### src/rtl/csr_pkg.sv
// Shared constants, CSR addresses and enums for the CSR access unit.
package csr_pkg;

  localparam int unsigned CSR_DW    = 32;
  localparam int unsigned CSR_ADDRW = 12;

  // Machine-mode CSR addresses
  localparam logic [11:0] CSR_MSTATUS = 12'h300;
  localparam logic [11:0] CSR_MIE     = 12'h304;
  localparam logic [11:0] CSR_MTVEC   = 12'h305;
  localparam logic [11:0] CSR_MEPC    = 12'h341;
  localparam logic [11:0] CSR_MCAUSE  = 12'h342;
  localparam logic [11:0] CSR_MIP     = 12'h344;

  // mstatus bit positions
  localparam int unsigned MSTATUS_MIE  = 3;
  localparam int unsigned MSTATUS_MPIE = 7;

  // mcause for machine external interrupt
  localparam logic [31:0] CAUSE_MEXT = 32'h8000_000B;

  typedef enum logic [2:0] {
    F3_RW  = 3'b001,
    F3_RS  = 3'b010,
    F3_RC  = 3'b011,
    F3_RWI = 3'b101,
    F3_RSI = 3'b110,
    F3_RCI = 3'b111
  } funct3_e;

  typedef enum logic [3:0] {
    S_IDLE    = 4'd0,
    S_RD      = 4'd1,
    S_WR      = 4'd2,
    S_T_CHK   = 4'd3,
    S_T_STAT  = 4'd4,
    S_T_EPC   = 4'd5,
    S_T_CAUSE = 4'd6,
    S_T_VEC   = 4'd7,
    S_M_RD    = 4'd8,
    S_M_WR    = 4'd9,
    S_M_EPC   = 4'd10
  } state_e;

endpackage

### src/rtl/csr_rmw_alu.sv
// Zicsr read-modify-write value and write qualifier.
module csr_rmw_alu
  import csr_pkg::*;
#(
  parameter int unsigned DW = CSR_DW
) (
  input  logic [2:0]    funct3_i,
  input  logic [DW-1:0] old_i,
  input  logic [DW-1:0] src_i,
  output logic [DW-1:0] wdata_o,
  output logic          write_en_o
);

  // Set/clear forms skip the write when the mask is zero; unknown funct3 never writes
  always_comb begin
    wdata_o    = '0;
    write_en_o = 1'b0;
    case (funct3_i)
      F3_RW, F3_RWI: begin
        wdata_o    = src_i;
        write_en_o = 1'b1;
      end
      F3_RS, F3_RSI: begin
        wdata_o    = old_i | src_i;
        write_en_o = (src_i != '0);
      end
      F3_RC, F3_RCI: begin
        wdata_o    = old_i & ~src_i;
        write_en_o = (src_i != '0);
      end
      default: begin
        wdata_o    = '0;
        write_en_o = 1'b0;
      end
    endcase
  end

endmodule

### src/rtl/csr_access_unit.sv
// CSR port initiator: Zicsr read-modify-write, interrupt entry and MRET sequencing.
module csr_access_unit
  import csr_pkg::*;
#(
  parameter int unsigned DW    = CSR_DW,
  parameter int unsigned ADDRW = CSR_ADDRW
) (
  input  logic             clk_i,
  input  logic             rst_i,
  input  logic             req_valid_i,
  output logic             req_ready_o,
  input  logic             req_mret_i,
  input  logic [2:0]       req_funct3_i,
  input  logic [ADDRW-1:0] req_addr_i,
  input  logic [DW-1:0]    req_src_i,
  input  logic [4:0]       req_rs1_i,
  input  logic [4:0]       req_rd_i,
  input  logic             intr_i,
  input  logic [DW-1:0]    pc_i,
  output logic [ADDRW-1:0] csr_addr_o,
  output logic             csr_re_o,
  output logic             csr_we_o,
  output logic [DW-1:0]    csr_wdata_o,
  input  logic [DW-1:0]    csr_rdata_i,
  output logic             rsp_valid_o,
  output logic [4:0]       rsp_rd_o,
  output logic             rsp_we_o,
  output logic [DW-1:0]    rsp_data_o,
  output logic             redirect_o,
  output logic [DW-1:0]    redirect_pc_o
);

  state_e           state_q, state_d;
  logic [2:0]       f3_q, f3_d;
  logic [ADDRW-1:0] addr_q, addr_d;
  logic [DW-1:0]    src_q, src_d;
  logic [4:0]       rd_q, rd_d;
  logic [DW-1:0]    old_q, old_d;
  logic [DW-1:0]    pc_q, pc_d;

  logic [ADDRW-1:0] addr_c;
  logic             re_c, we_c, rsp_valid_c, rsp_we_c, redirect_c;
  logic [DW-1:0]    wdata_c, rsp_data_c, redirect_pc_c;
  logic [4:0]       rsp_rd_c;
  logic             rw_form_c;
  logic [DW-1:0]    alu_wdata;
  logic             alu_we;

  csr_rmw_alu #(.DW(DW)) u_rmw_alu (
    .funct3_i   (f3_q),
    .old_i      (old_q),
    .src_i      (src_q),
    .wdata_o    (alu_wdata),
    .write_en_o (alu_we)
  );

  // State and latched request registers
  always_ff @(posedge clk_i) begin
    if (rst_i) begin
      state_q <= S_IDLE;
      f3_q    <= '0;
      addr_q  <= '0;
      src_q   <= '0;
      rd_q    <= '0;
      old_q   <= '0;
      pc_q    <= '0;
    end else begin
      state_q <= state_d;
      f3_q    <= f3_d;
      addr_q  <= addr_d;
      src_q   <= src_d;
      rd_q    <= rd_d;
      old_q   <= old_d;
      pc_q    <= pc_d;
    end
  end

  // Next state and port decode from state plus latched registers
  always_comb begin
    state_d       = state_q;
    f3_d          = f3_q;
    addr_d        = addr_q;
    src_d         = src_q;
    rd_d          = rd_q;
    old_d         = old_q;
    pc_d          = pc_q;
    addr_c        = '0;
    re_c          = 1'b0;
    we_c          = 1'b0;
    wdata_c       = '0;
    rsp_valid_c   = 1'b0;
    rsp_rd_c      = '0;
    rsp_we_c      = 1'b0;
    rsp_data_c    = '0;
    redirect_c    = 1'b0;
    redirect_pc_c = '0;
    rw_form_c     = (f3_q[1:0] == 2'b01);

    case (state_q)
      S_IDLE: begin
        if (intr_i) begin
          pc_d    = pc_i;
          state_d = S_T_CHK;
        end else if (req_valid_i) begin
          f3_d    = req_funct3_i;
          addr_d  = req_addr_i;
          src_d   = req_funct3_i[2] ? DW'(req_rs1_i) : req_src_i;
          rd_d    = req_rd_i;
          state_d = req_mret_i ? S_M_RD : S_RD;
        end
      end
      S_RD: begin
        addr_c  = addr_q;
        re_c    = !(rw_form_c && (rd_q == 5'd0));
        old_d   = re_c ? csr_rdata_i : '0;
        state_d = S_WR;
      end
      S_WR: begin
        addr_c      = addr_q;
        we_c        = alu_we;
        wdata_c     = alu_we ? alu_wdata : '0;
        rsp_valid_c = 1'b1;
        rsp_rd_c    = rd_q;
        rsp_we_c    = (rd_q != 5'd0);
        rsp_data_c  = old_q;
        state_d     = S_IDLE;
      end
      S_T_CHK: begin
        addr_c = ADDRW'(CSR_MSTATUS);
        re_c   = 1'b1;
        if (csr_rdata_i[MSTATUS_MIE]) begin
          old_d   = csr_rdata_i;
          state_d = S_T_STAT;
        end else begin
          state_d = S_IDLE;
        end
      end
      S_T_STAT: begin
        addr_c                = ADDRW'(CSR_MSTATUS);
        we_c                  = 1'b1;
        wdata_c               = old_q;
        wdata_c[MSTATUS_MPIE] = old_q[MSTATUS_MIE];
        wdata_c[MSTATUS_MIE]  = 1'b0;
        state_d               = S_T_EPC;
      end
      S_T_EPC: begin
        addr_c  = ADDRW'(CSR_MEPC);
        we_c    = 1'b1;
        wdata_c = pc_q;
        state_d = S_T_CAUSE;
      end
      S_T_CAUSE: begin
        addr_c  = ADDRW'(CSR_MCAUSE);
        we_c    = 1'b1;
        wdata_c = DW'(CAUSE_MEXT);
        state_d = S_T_VEC;
      end
      S_T_VEC: begin
        addr_c        = ADDRW'(CSR_MTVEC);
        re_c          = 1'b1;
        redirect_c    = 1'b1;
        redirect_pc_c = {csr_rdata_i[DW-1:2], 2'b00};
        state_d       = S_IDLE;
      end
      S_M_RD: begin
        addr_c  = ADDRW'(CSR_MSTATUS);
        re_c    = 1'b1;
        old_d   = csr_rdata_i;
        state_d = S_M_WR;
      end
      S_M_WR: begin
        addr_c                = ADDRW'(CSR_MSTATUS);
        we_c                  = 1'b1;
        wdata_c               = old_q;
        wdata_c[MSTATUS_MIE]  = old_q[MSTATUS_MPIE];
        wdata_c[MSTATUS_MPIE] = 1'b1;
        state_d               = S_M_EPC;
      end
      S_M_EPC: begin
        addr_c        = ADDRW'(CSR_MEPC);
        re_c          = 1'b1;
        redirect_c    = 1'b1;
        redirect_pc_c = csr_rdata_i;
        state_d       = S_IDLE;
      end
      default: state_d = S_IDLE;
    endcase
  end

  // Reset silences the port immediately so an aborted sequence never commits a write
  assign req_ready_o   = (state_q == S_IDLE) && !intr_i;
  assign csr_addr_o    = rst_i ? '0 : addr_c;
  assign csr_re_o      = re_c & ~rst_i;
  assign csr_we_o      = we_c & ~rst_i;
  assign csr_wdata_o   = rst_i ? '0 : wdata_c;
  assign rsp_valid_o   = rsp_valid_c & ~rst_i;
  assign rsp_rd_o      = rst_i ? '0 : rsp_rd_c;
  assign rsp_we_o      = rsp_we_c & ~rst_i;
  assign rsp_data_o    = rst_i ? '0 : rsp_data_c;
  assign redirect_o    = redirect_c & ~rst_i;
  assign redirect_pc_o = rst_i ? '0 : redirect_pc_c;

endmodule

### config.mk
export PLATFORM = sky130hd
export DESIGN_NAME = csr_access_unit
export DESIGN_NICKNAME = d
export VERILOG_FILES = /design/src/rtl/csr_pkg.sv /design/src/rtl/csr_rmw_alu.sv /design/src/rtl/csr_access_unit.sv
export SDC_FILE = /design/constraint.sdc
export NUM_CORES = 1
export LEC_CHECK = 0
export CORE_ASPECT_RATIO = 0.8
export CORE_MARGIN = 2
export CORE_UTILIZATION = 46
export DETAILED_ROUTE_END_ITERATION = 10
export PLACE_DENSITY = 0.88
export REMOVE_ABC_BUFFERS = 1
export SETUP_SLACK_MARGIN = 0.2
export SYNTH_ARGS = -nofsm -noshare
export SYNTH_HDL_FRONTEND = slang
export SYNTH_SLANG_ARGS = --single-unit
export TNS_END_PERCENT = 10
### constraint.sdc
create_clock -name clk_i -period 2.1 [get_ports clk_i]
set_input_delay 0.42 -clock clk_i [delete_from_list [all_inputs] [get_ports clk_i]]
set_output_delay 0.42 -clock clk_i [all_outputs]
set_load 0.02 [all_outputs]
### Word-level counts from Yosys, hierarchy flattened

Index checks and enable logic that the tools add are counted.

* word-level logic and storage cells: 85
* bits of input ports: 126
* register bits after elaboration: 120
* output and inout bits: 119

* equal/unequal tests: 19
* multiplexer cells: 27
* reductions and logical operators: 22
* bitwise operators: 10

Operators with widths (count)
* $mux W32: 8
* $pmux W32 S3: 2
* $pmux W32 S5: 1
* $pmux W32 S2: 1
* $pmux W12 S5: 1
* $and A32 B32 Y32: 1
* $not A32 Y32: 1
* $or A32 B32 Y32: 1
* $pmux W4 S8: 1
* $reduce_bool A32 Y1: 1
* $eq A4 B3 Y1 const B: 4
* $reduce_or A4 Y1: 4
* $eq A4 B4 Y1 const B: 3
* $mux W12: 1
* $mux W4: 3
* $reduce_or A2 Y1: 6
* $mux W5: 2
* $eq A3 B3 Y1 const B: 3
* $eq A4 B2 Y1 const B: 2
* $eq A3 B2 Y1 const B: 2
* $pmux W1 S2: 3
* $and A1 B1 Y1: 5
* $logic_not A5 Y1: 1
* $reduce_bool A5 Y1: 1
* other kinds (14): 20

### Depth between registers and ports, before layout

* word-level depth: 6
* mapped depth: 7
* depth with buffers taken out: 5

### Modules after synthesis

A second synthesis with hierarchy kept.

* cell total of the unflattened synthesis: 840
* area, all modules: 6712.7 um^2

Modules (own cells, without submodules)
* csr_access_unit: area an instance 5815.6 um^2, instances 1, cells each 718, sequential area each 2402.3 um^2
* csr_rmw_alu: area an instance 897.1 um^2, instances 1, cells each 122, sequential area each 0.0 um^2

### Least setup slack after synthesis

No wires, ideal clock.

* path type: register -> output
* start: register f3_q[1]
* end: output csr_wdata_o[31]
* setup slack: -35 ps
* required time: 1680 ps
* cell stages (with the launch flop): 7
* buffers on the path: 2
* arrival: 1715 ps
* cell sequence: dfxtp_1 -> buf_2 -> xor2_1 -> buf_2 -> nand2_1 -> and3_1 -> a211oi_1

* longest elaborated chain between the ends: 6
* elaborated cells on any way between the ends: 15
* classes of those cells: 6 x eq/ne; 5 x mux; 4 x reduce/logical

Ends and longest elaborated chain
* from (decl): line csr_access_unit.sv:34 `logic [2:0] f3_q, f3_d;`
* from (signal assigned): line csr_access_unit.sv:61 `f3_q <= '0;`
* from (signal assigned): line csr_access_unit.sv:69 `f3_q <= f3_d;`
* $eq A3 B2 Y1 (tied with other cells): line csr_rmw_alu.sv:18 `case (funct3_i)`
* $reduce_or A4 Y1 (no source line) / $reduce_or A2 Y1 (equally long branches)
* $pmux W1 S2 / $pmux W32 S3 (equally long branches): line csr_rmw_alu.sv:18
* $mux W32 *: line csr_access_unit.sv:121 `wdata_c = alu_we ? alu_wdata : '0;`
* $pmux W32 S5 *: line csr_access_unit.sv:99 `case (state_q)`
* $mux W32 *: line csr_access_unit.sv:195 `assign csr_wdata_o = rst_i ? '0 : wdata_c;`
* to (decl): line csr_access_unit.sv:23 `output logic [DW-1:0] csr_wdata_o,`

Mark *: on every way between the ends. The rest lies on a longest branch, timed or not.

### Worst setup path after layout

* start: register state_q[0]
* end: output csr_wdata_o[4]

* longest elaborated chain between the ends: 3
* elaborated cells on any way between the ends: 7
* classes of those cells: 5 x eq/ne; 2 x mux

Ends and longest elaborated chain
* from (decl): line csr_access_unit.sv:33 `state_e state_q, state_d;`
* from (signal assigned): line csr_access_unit.sv:68 `state_q <= state_d;`
* $eq A4 B4 Y1 (tied with other cells): line csr_access_unit.sv:99
* $pmux W32 S5 *: line csr_access_unit.sv:99
* $mux W32 *: line csr_access_unit.sv:195

Marked as above.

==> metrics list <==
- The mapped netlist covers 6754 um2.
- The count of cells in the finished layout, fillers not included, comes to about 1400.
- Placeable core region: 14300 um2
- Critical hold path startpoint: rst_i
- Clock tree synthesis selected as its root buffer the cell clkbuf_16.
- Number of antenna violations at the first check in global routing: 0
- Sequential cells burn between 30 and 40% of the power.
- Quantity of I/O buffers inserted on ports: ~240
- Entering global routing, the biggest net connects between 70 and 80 pins.
- X dimension of the die: ~140 um
* Total Routing Usage GR: a little over a third
* Final worst setup slack: -0.5121 ns
- Power, Total: around 0.0078 W
* DRT Wirelength: roughly 29 mm
- Total power density per cell area: 684.2 nW/um2
- Fillers: ~960
- Initial DRT Pass Iterations: 9
- Cell-by-cell listing of the critical path: buf_6 > and3b_2 > nor2_4 > nor2_4 > buf_12 > a222oi_1 > a21oi_2 > buf_6
- Total vias in the final route: approximately 8500
* Post-layout net count: between 1000 and 1500
- In the finished design, the share of the clock period the worst path needs comes to 124.4%.
* Top-level port count: 245
* Worst Clk Skew: between 0.01 and 0.015 ns
* Net load switching power: roughly 0.0023 W
* Proportion of total power due to net switching: just under 30%
- CTS saw between 100 and 150 sinks.
- The floorplan step set the die height to approximately 110 um.
- Sequential fraction of the synthesis area: a little over a third
* Final routed DRC violation total: 0
- For this run, the share of the core covered by cells in the final layout is between 70% and 80%.
- The worst path in the final design needs a cycle of 2.612 ns, including I/O delays and setup.
- Once the floorplan was initialized, standard cells occupied a little under half of the core.
* Most common library cell in the layout ignoring fill and taps: nand2_1
- In this run the worst path has a maximum fanout of 23.
- In this run the top signal layer used is met4.
- Number of global-route vias before repair: around 8300
- Of the cells placed in the final design, the portion with a size suffix greater than 1 is roughly a third.
- Summed over all failing endpoints, the final setup total negative slack is -40.22 ns.
- Routed length per placed instance: 19.82 um
* RSZ-0062 raised after global routing: yes
* CTS HTree Levels: 4
- Routed via count divided by cell count: between 5 and 6
* Synthesized netlist cell count: 901
* Critical R2R Launch: state_q[3]
* Cell with the largest stage delay on the worst path: a222oi_1
- At the end of routability-driven placement, the weighted congestion stood at 0.9174.
* Number of nets still failing antenna checks after routing: 0
* Final count of negative-setup-slack endpoints: roughly 120
- The first global-routing pass estimated ~44 mm of wire.
* Met1 WL: roughly 11 mm
* Number of buffers created by CTS: 17
- The share of total power dissipated in the clock network is about two fifths.
- The worst pin sits at a relative slew slack of 43.36%.
- DP Wirelength: approximately 18 mm
* Ys Warns: 0
- At the pin with the least slew margin, the transition time is approximately 0.85 ns.
* TritonCTS clock tree: built
- Maximum clock path buffer count: 2
- The worst setup path is captured at an output pin.
- Buffers inserted to repair hold after CTS numbered 0.
- Clock latency on the worst-skew pair, taken at its later pin, is 0.41 ns.
- Timing would allow up to between 300 and 400 MHz.
- For this run, the leading register cell type out of synthesis is dfxtp_1.
* Required time of the critical path: about 1.7 ns
* FF/Latch Area: 2402 um2
- The average instance in the mapped netlist occupies about 7.5 um2.
- Clk slew on worst S/H paths: roughly 0.06 ns
- The top cell types in the final layout, fill and taps aside, are nand2_1, buf_4, clkdlybuf4s50_1.
* CP max stage delay: roughly 0.43 ns
- After global routing the overflow that remains totals 0.
* Critical path data arrival time: 2.19 ns
* Layout-stage area growth over the synthesis result: 67.88%
- Violations in the final reports: setup timing
- Number of flip-flops and latches in the synthesized netlist: between 100 and 150
- Grouping stages by cell kind, the critical path spends the most delay in compound AO/OA/AOI/OAI gates.
- Max cap viols: 0
- Placed Cells: roughly 1400
- The share of total power dissipated in combinational logic is between 20 and 30%.
- Core Rows: 39
* Kind of start point of the critical path: flop
- Area used by multi-input combinational logic: approximately 4300 um2
- Status: complete, but fails checks
- Kind of critical path: flop to output pin
* Worst min path class: primary input to flop
- The final-report max-slew violation count came to 0.
* Post-synth EDFFs: 0
- Diode insertion count for antenna repair: 0
* Share of synthesized flip-flops with an asynchronous set or reset: 0%
* Met3 Routed Length: roughly 2.8 mm
- The worst-case IR drop observed on VDD is 0.6396 mV.
- After the first detailed-routing iteration, the DRC count stood at approximately 1000.
* Crit path buf inv count: 3
- Startpoint of the most critical setup path: state_q[0]
- Routed length on met2: roughly 14 mm
- Cell internal power was estimated by the tool at between 0.005 and 0.006 W.
- Post-synth cell types: 54
- Die Footprint: 15670 um2
* Total leakage power: 4.462 nW
- The total count of hold-check failures in the final report is 0.
-- logic make-up after synthesis --
family | synth area share (%)
DFF | 35.27
xor gates and xnor gates | 0.1297
adders and majority gates | 0.2964
muxes | 0.8893
buffers and inverters | 6.539
and+or+nand+nor | 31.75
AOI/OAI and AO/OA | 25.12
-- worst register-to-register path, cell delays in order (launching register included) --
cell and delay [ns]:
dfxtp_4 0.38, buf_6 0.14, buf_4 0.17, and2b_2 0.25, buf_4 0.16, a21oi_4 0.17
or2_4 0.18, buf_12 0.16, a21oi_1 0.09, a221oi_2 0.24
-- power groups by stage --
stage          Sequential, W  Combinational, W  Clock (W)
2_1_floorplan        0.00264          0.000735          0
3_3_place_gp         0.00262           0.00183          0
3_5_place_dp         0.00263           0.00187          0
4_1_cts              0.00260           0.00203    0.00302
5_1_grt              0.00262           0.00225    0.00314
6_report             0.00261           0.00212    0.00303
-- flip-flops by register name (all words and copies together) (netlist names) --
signal / count
old_q: 32
pc_q: 32
src_q: 32
addr_q: 12
rd_q: 5
state_q: 4
f3_q: 2
-- through the flow --
step / setup slack, ns / cell area, um2 / hold slack, ns
5_1_grt: -0.5441 / 11340 / 0.3551
4_1_cts: -0.3998 / 11100 / 0.3467
3_3_place_gp: -0.4540 / 10320 / 0.4373
3_5_place_dp: -0.4567 / 10320 / 0.4436
6_report: -0.5121 / 11340 / 0.3665
2_1_floorplan: -1.253 / 6324 / 0.4257
-- area by class of cell --
type	instances	area share [%]
inverter	3	0.09932
clock inverter	8	1.059
timing repair buffer	411	33.71
tap	184	2.030
clock buffer	23	4.304
multi-input combinational	700	37.61
sequential	119	21.19
-- timing repair --
action,in CTS,in global routing
cloned,6,1
endpoints found under the setup margin,155,176
buffers inserted,12,2
resized for setup,645,68
pin swaps,35,37
-- Yosys cell counts (all sizes together), types with 2 or more instances --
cell,instances,area (um2)
dfxtp,119,2382
a21o,2,15.01
buf,43,295.3
nor2,51,203.9
a31oi,2,12.51
nor3,11,66.32
or2,2,12.51
a221oi,2,17.52
o21ai,43,215.2
maj3,2,20.02
and2b,4,31.28
and3b,2,17.52
a211oi,8,97.59
o21a,6,45.04
and2,78,489.2
nand2b,6,37.54
clkbuf,36,135.1
nor4,9,56.30
nor2b,4,25.02
and3,2,12.51
nand2,226,848.3
mux2i,6,60.06
nor3b,3,32.53
inv,3,11.26
a222oi,26,260.3
nand3,4,20.02
nand3b,30,225.2
or4,2,18.77
a21oi,124,624.4
o211ai,2,15.01
and4,2,17.52
a22oi,33,357.8
-- worst paths after layout --
path,depth (start not counted),slack [ns],to
max,8,-0.51,csr_wdata_o[4]
min,3,0.37,state_q[1]
max reg2reg,9,0.06,old_q[3]
min reg2reg,2,0.45,addr_q[10]
-- per-layer routing --
metal / vias to the layer above / track usage [%]
met2: 592 / 58.07
met5: - / 0
met3: 89 / 7.679
met1: 3950 / 44.32
li1: 3835 / -
met4: 0 / 17.10
No activity file was read; power rests on OpenSTA's default activity.
